[src/rtl/auto_rotate_display_if.sv]
// Display pin bundle for auto_rotate_display: four active-low anode enables,
// seven active-low segment drives (a..g) and an active-low decimal point.
interface auto_rotate_display_if;
  logic an3;
  logic an2;
  logic an1;
  logic an0;
  logic a;
  logic b;
  logic c;
  logic d;
  logic e;
  logic f;
  logic g;
  logic dp;

  // Display driver side
  modport master (
    output an3, an2, an1, an0,
    output a, b, c, d, e, f, g,
    output dp
  );

  // Board / observer side
  modport slave (
    input an3, an2, an1, an0,
    input a, b, c, d, e, f, g,
    input dp
  );
endinterface

[src/rtl/auto_rotate_display.sv]
// Scrolling 4-digit window onto a 16-character hex message for a
// time-multiplexed common-anode seven-segment display.
// Each digit slot runs four phases: load character, decode segments
// (anodes blanked), then two cycles with the selected anode driven low.
// Optional macro DP_MARK_EN: light the decimal point on the leftmost digit
// while it shows the first message character (pointer == 0).
module auto_rotate_display #(
  parameter int unsigned ROTATE_WIDTH  = 23,
  parameter int unsigned REFRESH_WIDTH = 4
) (
  input  logic                  clk,
  input  logic                  reset,
  auto_rotate_display_if.master disp
);

  localparam int unsigned CHAR_W = 4;
  localparam int unsigned SEG_W  = 7;
  localparam int unsigned AN_W   = 4;

  // Message characters 0..F packed nibble-wise, entry i at bits [4i+3:4i]
  localparam logic [16*CHAR_W-1:0] MSG_ROM = 64'hFEDC_BA98_7654_3210;

  // Active-low hex decode, bit order {a,b,c,d,e,f,g}
  function automatic logic [SEG_W-1:0] seg_decode(input logic [CHAR_W-1:0] hex);
    logic [SEG_W-1:0] seg;
    seg = 7'b1111111;
    unique case (hex)
      4'h0: seg = 7'b0000001;
      4'h1: seg = 7'b1001111;
      4'h2: seg = 7'b0010010;
      4'h3: seg = 7'b0000110;
      4'h4: seg = 7'b1001100;
      4'h5: seg = 7'b0100100;
      4'h6: seg = 7'b0100000;
      4'h7: seg = 7'b0001111;
      4'h8: seg = 7'b0000000;
      4'h9: seg = 7'b0000100;
      4'hA: seg = 7'b0001000;
      4'hB: seg = 7'b1100000;
      4'hC: seg = 7'b0110001;
      4'hD: seg = 7'b1000010;
      4'hE: seg = 7'b0110000;
      4'hF: seg = 7'b0111000;
      default: seg = 7'b1111111;
    endcase
    return seg;
  endfunction

  logic [ROTATE_WIDTH-1:0]  big_counter;
  logic [CHAR_W-1:0]        pointer;
  logic [REFRESH_WIDTH-1:0] cnt;
  logic [CHAR_W-1:0]        char_q,  char_d;
  logic [SEG_W-1:0]         seg_q,   seg_d;
  logic [AN_W-1:0]          an_q,    an_d;
  logic                     dp_q,    dp_d;
  logic [1:0]               slot;
  logic [1:0]               phase;
  logic [CHAR_W-1:0]        char_idx;
  logic                     rotate_c;
`ifdef DP_MARK_EN
  logic                     mark_q,  mark_d;
`endif

  assign slot     = cnt[REFRESH_WIDTH-1 -: 2];
  assign phase    = cnt[1:0];
  assign char_idx = pointer + CHAR_W'(slot);
  assign rotate_c = (big_counter == {ROTATE_WIDTH{1'b1}});

  // Rotation and refresh timebases; pointer steps when big_counter wraps
  always_ff @(posedge clk or posedge reset) begin
    if (reset) begin
      big_counter <= '0;
      pointer     <= '0;
      cnt         <= '0;
    end else begin
      big_counter <= big_counter + ROTATE_WIDTH'(1);
      cnt         <= cnt + REFRESH_WIDTH'(1);
      if (rotate_c) begin
        pointer <= pointer + CHAR_W'(1);
      end
    end
  end

  // Per-phase next values for character, segments, anodes and dp
  always_comb begin
    char_d = char_q;
    seg_d  = seg_q;
    an_d   = 4'b1111;
    dp_d   = 1'b1;
`ifdef DP_MARK_EN
    mark_d = mark_q;
`endif
    unique case (phase)
      2'd0: begin
        char_d = MSG_ROM[{char_idx, 2'b00} +: CHAR_W];
`ifdef DP_MARK_EN
        mark_d = (pointer == '0) && (slot == 2'd0);
`endif
      end
      2'd1: begin
        seg_d = seg_decode(char_q);
      end
      default: begin
        an_d = ~(4'b1000 >> slot);
`ifdef DP_MARK_EN
        dp_d = ~mark_q;
`endif
      end
    endcase
  end

  // Display registers; the pins are driven only from these
  always_ff @(posedge clk or posedge reset) begin
    if (reset) begin
      char_q <= '0;
      seg_q  <= 7'b1111111;
      an_q   <= 4'b1111;
      dp_q   <= 1'b1;
`ifdef DP_MARK_EN
      mark_q <= 1'b0;
`endif
    end else begin
      char_q <= char_d;
      seg_q  <= seg_d;
      an_q   <= an_d;
      dp_q   <= dp_d;
`ifdef DP_MARK_EN
      mark_q <= mark_d;
`endif
    end
  end

  // Pin mapping: an_q[3] is the leftmost digit, seg_q[6] is segment a
  assign disp.an3 = an_q[3];
  assign disp.an2 = an_q[2];
  assign disp.an1 = an_q[1];
  assign disp.an0 = an_q[0];
  assign disp.a   = seg_q[6];
  assign disp.b   = seg_q[5];
  assign disp.c   = seg_q[4];
  assign disp.d   = seg_q[3];
  assign disp.e   = seg_q[2];
  assign disp.f   = seg_q[1];
  assign disp.g   = seg_q[0];
  assign disp.dp  = dp_q;

endmodule

[src/flat_wrapper.sv]
// flat-port wrapper written by rule: the top's interface ports become plain ports
module auto_rotate_display_flat 
#(
  parameter int unsigned ROTATE_WIDTH  = 23,
  parameter int unsigned REFRESH_WIDTH = 4
)
  (clk, reset, disp_an3, disp_an2, disp_an1, disp_an0, disp_a, disp_b, disp_c, disp_d, disp_e, disp_f, disp_g, disp_dp);
  auto_rotate_display_if disp_i ();
  input  logic clk;
  input  logic reset;
  output wire logic [$bits(disp_i.an3)-1:0] disp_an3;
  output wire logic [$bits(disp_i.an2)-1:0] disp_an2;
  output wire logic [$bits(disp_i.an1)-1:0] disp_an1;
  output wire logic [$bits(disp_i.an0)-1:0] disp_an0;
  output wire logic [$bits(disp_i.a)-1:0] disp_a;
  output wire logic [$bits(disp_i.b)-1:0] disp_b;
  output wire logic [$bits(disp_i.c)-1:0] disp_c;
  output wire logic [$bits(disp_i.d)-1:0] disp_d;
  output wire logic [$bits(disp_i.e)-1:0] disp_e;
  output wire logic [$bits(disp_i.f)-1:0] disp_f;
  output wire logic [$bits(disp_i.g)-1:0] disp_g;
  output wire logic [$bits(disp_i.dp)-1:0] disp_dp;
  assign disp_an3 = disp_i.an3;
  assign disp_an2 = disp_i.an2;
  assign disp_an1 = disp_i.an1;
  assign disp_an0 = disp_i.an0;
  assign disp_a = disp_i.a;
  assign disp_b = disp_i.b;
  assign disp_c = disp_i.c;
  assign disp_d = disp_i.d;
  assign disp_e = disp_i.e;
  assign disp_f = disp_i.f;
  assign disp_g = disp_i.g;
  assign disp_dp = disp_i.dp;
  auto_rotate_display #(.ROTATE_WIDTH(ROTATE_WIDTH), .REFRESH_WIDTH(REFRESH_WIDTH)) u_core (.clk(clk), .reset(reset), .disp(disp_i));
endmodule
[config.mk]
export PLATFORM = sky130hd
export DESIGN_NAME = auto_rotate_display_flat
export DESIGN_NICKNAME = d
export VERILOG_FILES = /design/src/rtl/auto_rotate_display_if.sv /design/src/rtl/auto_rotate_display.sv /design/src/flat_wrapper.sv
export SDC_FILE = /design/constraint.sdc
export NUM_CORES = 1
export LEC_CHECK = 0
export CORE_UTILIZATION = 28
export DETAILED_ROUTE_END_ITERATION = 16
export PLACE_DENSITY = 0.49
export SETUP_SLACK_MARGIN = 0.3
export SYNTH_ARGS = -nofsm -noshare
export SYNTH_HDL_FRONTEND = slang
export SYNTH_SLANG_ARGS = --single-unit
[constraint.sdc]
create_clock -name clk -period 2.7 [get_ports clk]
set_input_delay 0.54 -clock clk [delete_from_list [all_inputs] [get_ports clk]]
set_output_delay 0.54 -clock clk [all_outputs]
set_load 0.1 [all_outputs]
==> results of run 1 <==
[cells in the mapped netlist]
cell type and instances:
a211oi_1 1, a21oi_1 15, a32oi_1 1, and3_1 3, and3_2 1, and4_1 1
buf_1 1, buf_4 1, clkbuf_1 4, conb_1 1, dfrtp_1 35, dfstp_2 11
fa_1 1, ha_1 13, inv_1 10, mux2_2 1, mux2_4 1, mux2i_1 1
mux4_2 1, nand2_1 12, nand2b_1 2, nand3_1 15, nand3b_1 1, nand4_1 5
nand4_2 3, nor2_1 20, nor2b_1 1, nor3_1 3, nor4_1 1, nor4_4 2
o21ai_0 5, or2_2 1, xnor2_1 20, xor2_1 8
[worst min path at each step]
stage,from,depth (start not counted),endpoint
floorplan,u_core.big_counter[18],1,u_core.big_counter[18]
global placement,u_core.big_counter[21],1,u_core.big_counter[21]
detailed placement,u_core.big_counter[21],1,u_core.big_counter[21]
CTS,u_core.big_counter[21],1,u_core.big_counter[21]
global route,u_core.big_counter[18],1,u_core.big_counter[18]
finish,u_core.big_counter[21],1,u_core.big_counter[21]
[cell type report]
| cell class | count | area [µm²] | area share [%] |
|---|---|---|---|
| clock buffers | 5 | 68.82 | 2.708 |
| clock inverters | 3 | 40.04 | 1.576 |
| inverters | 10 | 37.54 | 1.477 |
| multi-input cells | 140 | 1002 | 39.44 |
| flip-flops and latches | 46 | 1165 | 45.84 |
| well taps | 102 | 127.6 | 5.022 |
| repair buffers | 13 | 100.1 | 3.939 |
[routing by layer]
| layer | vias to the layer above | GRT usage [%] | part of all wire [%] |
|---|---|---|---|
| li1 | 707 | - | - |
| met1 | 680 | 12.49 | 46 |
| met2 | 22 | 16.67 | 49 |
| met3 | 2 | 2.764 | 3.6 |
| met4 | 0 | 3.968 | 0.94 |
| met5 | - | 0 | 0 |
[power groups by stage]
stage                     combinational, mW  clock [mW]  sequential, mW
after floorplan                      0.0171           0           0.702
after global placement               0.0230           0           0.702
after detailed placement             0.0232           0           0.702
after CTS                            0.0230       0.525           0.689
after global routing                 0.0249       0.549           0.689
final                                0.0214       0.502           0.689
[sequential cells by signal, summed over array words and instances, names as in the netlist]
register	cells
u_core.an_q	4
u_core.big_counter	23
u_core.char_q	4
u_core.cnt	4
u_core.pointer	4
u_core.seg_q	7
[kinds of logic (layout without fill, tap and decap cells)]
kind of cell | Yosys count | in the layout
compound gates | 22 | 22
buf+inv | 16 | 31
flops | 46 | 46
fa+ha+maj | 14 | 14
other cells | 1 | 1
mux | 4 | 4
simple gates | 71 | 71
xor+xnor | 28 | 28
[per-stage QoR]
step | cell area [µm²] | setup slack [ns] | util, % | hold slack, ns
finish | 2541 | 0.8109 | 32.89 | 0.4749
global route | 2541 | 0.6923 | 32.89 | 0.5095
CTS | 2541 | 0.7943 | 32.89 | 0.4809
detailed placement | 2432 | 0.8185 | 31.48 | 0.4657
global placement | 2432 | 0.8710 | 31.48 | 0.4714
floorplan | 2231 | 0.9763 | - | 0.4450
==> results.py, run 1 <==
metrics = {
    "timing": {
        "rsz0062_at_grt": "false",
        "report.final.hold_viol_count": 0,
        "finalCriticalPeriod_ns": 1.889,
        "post-route-period-util_pct": 69.97,
        "fin_tns_setup_ns": 0,
        "fin_skew_ns": 0.007153,
        "max_freq_mhz": 529.3,
        "worst_pin_slew_ns": 0.5611,
        "slew_viol_final": 0,
        "max_slew_margin_pct": 62.60,
        "setup_viol": 0,
    },
    "floorplan": {
        "dieHeight_um": 91.26,
        "start_util_pct": 28.87,
        "row_count": 32,
        "io_pins": 14,
        "core_um2": 7727,
        "dieArea_um2": 8328,
        "fp.dieW_um": 91.26,
    },
    "power": {
        "p_per_area_nw_per_um2": 477.1,
        "ir_worst_vdd_v": 0.0002083,
        "intPower_mw": 0.9641,
        "power_frac_seq_pct": 56.8,
        "post-layout-total-power_mw": 1.212,
        "pwr-share-clk_pct": 41.4,
        "p_comb_share_pct": 1.8,
        "swShare_pct": 20.48,
        "switching_power_mw": 0.2482,
        "p_leak_nw": 1.185,
    },
    "synth": {
        "synth_compound_area_share_pct": 5.216,
        "synth_warnings": 0,
        "yosysUniqueCellTypes": 34,
        "synthCells": 202,
        "synth_top_family_by_area": "simple AND/OR/NAND/NOR gates",
        "synth_top_area_share_pct": 39.26,
        "netlist_area_um2": 2231,
        "synthAdderAreaFrac_pct": 8.188,
        "synthMuxAreaShare_pct": 2.636,
        "synth_fp_nets": 218,
        "synth_xor_area_share_pct": 10.99,
        "ys_seq_area_share_pct": 52.22,
        "synthTopCellsByArea": "dfrtp_1 (39%), dfstp_2 (13%), xnor2_1 (7.9%)",
        "synth-simple-area-share_pct": 17.72,
        "ys_ff_latch": 46,
        "yosysTopAreaCell": "dfrtp_1",
        "avgSynthCellArea_um2": 11.04,
    },
    "global_route": {
        "first_global_vias": 1456,
        "grt_pass1_wl_mm": 6.672,
        "antenna_found_initial": 0,
        "gr-usage-all-layers_pct": 10.09,
        "grt_remaining_overflow": 0,
        "grt_max_degree": 47,
    },
    "route": {
        "routed_wl_mm": 3.622,
        "post_drt_wl_per_cell_um": 11.35,
        "num_vias": 1411,
        "viasPerCell": 4.423,
        "drtIter0Drc": 56,
        "drt_pass1_iterations": 4,
        "detail-route-antenna-nets": 0,
        "drc": 0,
    },
    "clock_tree": {
        "holdBufCountCts": 0,
        "clk_latency_ns": 0.29,
        "cts_tree": "built",
        "cts_root_buffer": "clkbuf_8",
        "htree_levels": 2,
        "cts_buffers": 5,
        "ctsResizeCount": 0,
        "cts_setup_buffers": 0,
        "clock_sinks": 46,
        "cts_buffer_depth": 2,
        "clk_pin_slew_ns": 0.09,
    },
    "setup_path": {
        "critPathMaxStageDelay_ns": 0.43,
        "r2r_cells": 5,
        "crit_arrival_ns": 2.08,
        "critPathSlowestCell": "nor4_4",
        "worstSetupStartpoint": "u_core.big_counter[0]",
        "reg2reg_to": "u_core.pointer[1]",
        "cp_max_fo": 5,
        "worst-endpoint-required_ns": 2.89,
        "path_buf_inv": 0,
        "crit_chain": "ha_1 -> nand4_2 -> nor4_4 -> nand4_2 -> mux2_4",
        "cp-endpoint": "u_core.pointer[1]",
        "cp-end-kind": "flop",
        "r2r-start": "u_core.big_counter[0]",
        "cp-start-kind": "flop",
        "criticalPathCategory": "reg -> reg",
        "cp_top_family": "simple AND/OR/NAND/NOR gates",
        "cp_num_cells": 5,
        "cp_common_cell": "nand4_2",
        "rrSetupSlack_ns": 0.81,
    },
    "finish": {
        "nFillCells": 785,
        "drive_gt1_share_pct": 19.35,
        "fin_nets": 232,
        "diodes": 0,
        "area_growth_pct": 13.91,
        "fin_cells": 319,
        "final_common_cell": "dfrtp_1",
        "most-common-layout-cells": "dfrtp_1 (35), nor2_1 (20), xnor2_1 (20)",
    },
    "place": {
        "dp_cells": 311,
        "port_buffers": 12,
        "hpwl_mm": 2.558,
        "gp_congestion": 0.7055,
    },
    "min_path": {
        "hp-class": "reg -> reg",
    },
    "outcome": {
        "status": "finished, final reports clean",
    },
    "job": {
        "drv_cap": 0,
    },
}
(Power assumes the default switching activity.)
==> inputs of run 2 (changes only) <==
--- a/config.mk
+++ b/config.mk
@@ -7,7 +7,7 @@
 export LEC_CHECK = 0
 export CORE_UTILIZATION = 28
 export DETAILED_ROUTE_END_ITERATION = 16
-export PLACE_DENSITY = 0.49
+export PLACE_DENSITY = 0.5
 export SETUP_SLACK_MARGIN = 0.3
 export SYNTH_ARGS = -nofsm -noshare
 export SYNTH_HDL_FRONTEND = slang
==> constraint.sdc (replaced) <==
create_clock -name clk -period 1.67 [get_ports clk]
set_input_delay 0.334 -clock clk [delete_from_list [all_inputs] [get_ports clk]]
set_output_delay 0.334 -clock clk [all_outputs]
set_load 0.1 [all_outputs]
==> run 2 against run 1 <==
Compared with the run above: non-clock buffer count increased by 31; critical endpoint is now u_core.seg_q[3]; design area increased by 21%; combinational power increased by 100%; first-iteration DRC count increased by 3.6%; largest power group unchanged; critical path type unchanged; sequential share of layout area decreased by 7.7 points.
==> results.py, run 2 (synthesis results as in run 1) <==
metrics = {
    "place": {
        "gp_congestion": 0.7783,
        "dp_cells": 320,
        "port_buffers": 12,
        "pre_cts_ws_ns": 0.05089,
        "hpwl_mm": 2.721,
    },
    "global_route": {
        "grt_max_degree": 18,
        "gr-usage-all-layers_pct": 10.80,
        "grt_pass1_wl_mm": 7.044,
        "grt_remaining_overflow": 0,
        "antenna_found_initial": 0,
        "first_global_vias": 1515,
    },
    "timing": {
        "setup_ws_ns": 0.1063,
        "rsz0062_at_grt": "true",
        "fin_skew_ns": 0.005796,
        "finalCriticalPeriod_ns": 1.564,
        "slew_viol_final": 0,
        "fin_tns_setup_ns": 0,
        "post-route-period-util_pct": 93.63,
        "max_freq_mhz": 639.5,
        "report.final.hold_viol_count": 0,
        "setup_viol": 0,
    },
    "clock_tree": {
        "htree_levels": 2,
        "clk_latency_ns": 0.30,
        "cts_buffer_depth": 2,
        "clk_pin_slew_ns": 0.08,
        "cts_buffers": 5,
        "cts_root_buffer": "clkbuf_8",
        "cts_tree": "built",
        "clock_sinks": 46,
    },
    "job": {
        "drv_cap": 0,
    },
    "setup_path": {
        "r2r_cells": 5,
        "criticalPathCategory": "reg -> reg",
        "cp_top_family": "multiplexers",
        "critPathSlowestCell": "dfrtp_2",
        "critPathMaxStageDelay_ns": 0.44,
        "worst-endpoint-required_ns": 1.90,
        "path_buf_inv": 2,
        "cp_max_fo": 6,
        "crit_chain": "inv_4 -> ha_4 -> inv_2 -> mux4_2 -> mux2_4",
        "crit_arrival_ns": 1.80,
        "cp-end-kind": "flop",
        "cp-start-kind": "flop",
        "cp_num_cells": 5,
    },
    "floorplan": {
        "io_pins": 14,
        "start_util_pct": 28.87,
        "dieArea_um2": 8328,
        "row_count": 32,
        "fp.dieW_um": 91.26,
        "core_um2": 7727,
        "dieHeight_um": 91.26,
    },
    "finish": {
        "fin_nets": 263,
        "fin_cells": 350,
        "most-common-layout-cells": "dfrtp_1 (27), buf_4 (24), xnor2_1 (19)",
        "reg_top3": "u_core.big_counter: 23 flops, u_core.seg_q: 7 flops",
        "final_common_cell": "dfrtp_1",
        "largest_register_ffs": 23,
        "nFillCells": 751,
        "largest-register": "u_core.big_counter",
        "diodes": 0,
        "drive_gt1_share_pct": 40.73,
        "area_growth_pct": 38.08,
    },
    "power": {
        "p_comb_share_pct": 2.3,
        "power_frac_seq_pct": 60.0,
        "switching_power_mw": 0.3994,
        "p_leak_nw": 1.413,
        "ir_worst_vdd_v": 0.0003370,
        "intPower_mw": 1.458,
        "swShare_pct": 21.50,
        "p_per_area_nw_per_um2": 603.1,
        "pwr-share-clk_pct": 37.7,
    },
    "route": {
        "viasPerCell": 4.389,
        "drtIter0Drc": 58,
        "drt_pass1_iterations": 4,
        "routed_wl_mm": 4.056,
        "drc": 0,
        "num_vias": 1536,
        "post_drt_wl_per_cell_um": 11.59,
        "detail-route-antenna-nets": 0,
    },
    "min_path": {
        "hp-class": "in -> async",
    },
    "outcome": {
        "status": "finished, final reports clean",
    },
}
==> run 2: power groups by stage <==
stage / clock (mW) / sequential (mW) / combinational [mW]
finish: 0.701 / 1.11 / 0.0431
global route: 0.776 / 1.11 / 0.0492
CTS: 0.738 / 1.11 / 0.0458
detailed placement: 0 / 1.14 / 0.0457
global placement: 0 / 1.14 / 0.0457
floorplan: 0 / 1.14 / 0.0281
==> run 2: through the flow <==
step / hold WS (ns) / power [mW] / utilization (%) / instance area (µm²)
finish: 0.3673 / 1.858 / 39.86 / 3080
global route: 0.4011 / 1.939 / 39.86 / 3080
CTS: 0.3755 / 1.898 / 38.39 / 2967
detailed placement: 0.4707 / 1.181 / 35.06 / 2709
global placement: 0.4638 / 1.181 / 35.06 / 2709
floorplan: 0.3469 / 1.163 / - / 2290
==> run 2: path summary, 6_finish.rpt <==
| path | startpoint | end | slack (ns) |
|---|---|---|---|
| worst max register to register | u_core.char_q[0] | u_core.seg_q[3] | 0.11 |
| min in group clk | u_core.big_counter[18] | u_core.big_counter[18] | 0.48 |
| worst max-delay path | u_core.char_q[0] | u_core.seg_q[3] | 0.11 |
| worst min register to register | u_core.big_counter[18] | u_core.big_counter[18] | 0.48 |
| max in group asynchronous | reset | u_core.big_counter[13] | 0.82 |
| worst min-delay path | reset | u_core.big_counter[7] | 0.37 |
==> run 2: layout make-up <==
class | instances | area, µm² | area share [%]
clock buffers | 7 | 86.33 | 2.803
clock inverters | 1 | 5.005 | 0.1625
inverters | 10 | 43.79 | 1.422
multi-input cells | 140 | 1134 | 36.80
flip-flops and latches | 46 | 1175 | 38.14
well taps | 102 | 127.6 | 4.143
repair buffers | 44 | 509.2 | 16.53
==> run 2: routing by layer <==
| metal | GRT usage [%] | part of all wire, % |
|---|---|---|
| met1 | 12.35 | 43 |
| met2 | 18.75 | 52 |
| met3 | 2.764 | 2.9 |
| met4 | 5.159 | 1.9 |
| met5 | 0 | 0 |
==> run 2: timing repair <==
| action | CTS | global route |
|---|---|---|
| gates resized for setup | 16 | 19 |
| buffers inserted | 14 | 8 |
| pin swaps | 14 | 18 |
| hold buffers | 0 | 0 |
| cloned | 0 | 0 |
| setup endpoints to repair | 26 | 42 |
==> inputs of run 3 (changes only) <==
--- a/config.mk
+++ b/config.mk
@@ -5,9 +5,9 @@
 export SDC_FILE = /design/constraint.sdc
 export NUM_CORES = 1
 export LEC_CHECK = 0
-export CORE_UTILIZATION = 28
+export CORE_UTILIZATION = 25
 export DETAILED_ROUTE_END_ITERATION = 16
-export PLACE_DENSITY = 0.5
+export PLACE_DENSITY = 0.47
 export SETUP_SLACK_MARGIN = 0.3
 export SYNTH_ARGS = -nofsm -noshare
 export SYNTH_HDL_FRONTEND = slang
==> run 3 against run 2 <==
Compared with the run above: largest cell class is now multi-input gates; die area up 12%; first-iteration DRC count grew 3.4%; flip-flop and latch count unchanged; count of clock-buffer cells in the layout increased by 1; worst setup slack improved by 0.0065 ns; critical path type unchanged; wire length up 7.4%; worst hold slack got worse by 0.010 ns; final cell count increased by 2.9%; register-to-register slack about the same; sequential power about the same; combinational power is 3% lower.
==> results.py, run 3 (synthesis results as in run 1) <==
metrics = {
    "outcome": {
        "status": "finished, final reports clean",
    },
    "finish": {
        "area_growth_pct": 42.01,
        "diodes": 0,
        "largest-register": "u_core.big_counter",
        "largest_register_ffs": 23,
        "most-common-layout-cells": "buf_4 (27), dfrtp_1 (27), nor2_1 (17), xnor2_1 (17), a21oi_1 (14)",
        "drive_gt1_share_pct": 43.25,
        "stdcell_area_um2": 3168,
        "fin_nets": 267,
        "reg_top3": "u_core.big_counter: 23 flops, u_core.seg_q: 7 flops",
    },
    "global_route": {
        "first_global_vias": 1545,
        "grt_max_degree": 20,
        "grt_remaining_overflow": 0,
        "antenna_found_initial": 0,
        "gr-usage-all-layers_pct": 10.32,
        "grt_pass1_wl_mm": 7.182,
    },
    "setup_path": {
        "crit_arrival_ns": 1.80,
        "cp-end-kind": "flop",
        "cp-start-kind": "flop",
        "r2r-start": "u_core.char_q[0]",
        "r2r_cells": 5,
        "worstSetupStartpoint": "u_core.char_q[0]",
        "worst-endpoint-required_ns": 1.91,
        "cp_max_fo": 5,
        "criticalPathCategory": "reg -> reg",
    },
    "route": {
        "highest_layer": "met4",
        "wl_met1_mm": 1.971,
        "drt_pass1_iterations": 4,
        "met2_length_mm": 2.143,
        "viasPerCell": 4.422,
        "detail-route-antenna-nets": 0,
        "routed_wl_mm": 4.358,
        "drtIter0Drc": 60,
        "routed-wl-met3_um": 139,
        "drc": 0,
        "num_vias": 1592,
        "post_drt_wl_per_cell_um": 12.11,
    },
    "timing": {
        "slew_viol_final": 0,
        "post-route-period-util_pct": 93.24,
        "fin_skew_ns": 0.006436,
        "fin_tns_setup_ns": 0,
        "rsz0062_at_grt": "true",
        "finalCriticalPeriod_ns": 1.557,
        "setup_viol": 0,
        "max_freq_mhz": 642.2,
        "report.final.hold_viol_count": 0,
    },
    "clock_tree": {
        "cts_root_buffer": "clkbuf_8",
        "holdBufCountCts": 0,
        "clk_pin_slew_ns": 0.09,
        "cts_buffers": 5,
        "clock_sinks": 46,
        "htree_levels": 2,
        "cts_buffer_depth": 2,
        "cts_tree": "built",
        "clk_latency_ns": 0.30,
    },
    "floorplan": {
        "io_pins": 14,
        "dieHeight_um": 96.47,
        "row_count": 34,
        "fp.dieW_um": 96.47,
        "dieArea_um2": 9306,
        "start_util_pct": 25.71,
        "core_um2": 8678,
    },
    "power": {
        "p_comb_share_pct": 2.3,
        "swShare_pct": 21.99,
        "p_leak_nw": 1.458,
        "ir_worst_vdd_v": 0.0002645,
        "post-layout-total-power_mw": 1.821,
        "switching_power_mw": 0.4006,
        "p_per_area_nw_per_um2": 574.9,
        "pwr-share-clk_pct": 36.5,
        "intPower_mw": 1.421,
        "power_frac_seq_pct": 61.2,
    },
    "place": {
        "hpwl_mm": 2.896,
        "gp_congestion": 0.8077,
        "detailed_place.area_um2": 2731,
        "port_buffers": 12,
    },
    "job": {
        "drv_cap": 0,
    },
    "min_path": {
        "hp-class": "in -> async",
    },
}
-- run 3: layout make-up --
type | instances | area (µm²)
fill | 862 | 5510
timing repair buffer | 48 | 543.0
sequential | 46 | 1175
tap | 108 | 135.1
multi-input combinational | 140 | 1189
clock buffer | 8 | 80.08
inverter | 10 | 46.29
-- run 3: power by group through the flow --
| stage | logic (mW) | registers [mW] | clock network (mW) |
|---|---|---|---|
| final | 0.0418 | 1.11 | 0.666 |
| after detailed placement | 0.0446 | 1.14 | 0 |
| after CTS | 0.0447 | 1.11 | 0.701 |
| after global placement | 0.0441 | 1.14 | 0 |
| after global routing | 0.0486 | 1.11 | 0.744 |
| after floorplan | 0.0281 | 1.14 | 0 |
-- run 3: through the flow --
step | instances | utilization [%] | setup WS (ns) | hold WS (ns)
finish | 360 | 36.51 | 0.1129 | 0.3573
floorplan | 202 | - | 0.1219 | 0.3469
detailed placement | 328 | 31.47 | 0.03899 | 0.4642
global placement | 328 | 31.47 | 0.07238 | 0.4663
CTS | 350 | 34.36 | 0.1059 | 0.3676
global route | 360 | 36.51 | 0.05183 | 0.3780
-- run 3: final timing paths --
check | slack (ns) | to
setup / recovery | 0.11 | u_core.seg_q[3]
hold / removal | 0.36 | u_core.char_q[2]
min in group clk | 0.48 | u_core.big_counter[21]
hold reg to reg | 0.48 | u_core.big_counter[21]
max in group asynchronous | 0.81 | u_core.big_counter[2]
setup reg to reg | 0.11 | u_core.seg_q[3]
-- run 3: critical path: stages (launching register included) --
cell     delay, ns
dfrtp_2       0.44
inv_4         0.07
ha_4          0.26
inv_2         0.03
mux4_2        0.44
mux2_4        0.27
-- run 3: routing by layer --
metal / vias up / track usage, %
li1: 779 / -
met1: 782 / 12.58
met2: 23 / 16.55
met3: 8 / 2.582
met4: 0 / 5.882
met5: - / 0
-- run 3: repair_timing --
item | in CTS | in global routing
cloned | 0 | 0
pin swaps | 11 | 17
buffers inserted | 14 | 10
endpoints found under the setup margin | 31 | 36
gates resized for setup | 18 | 31
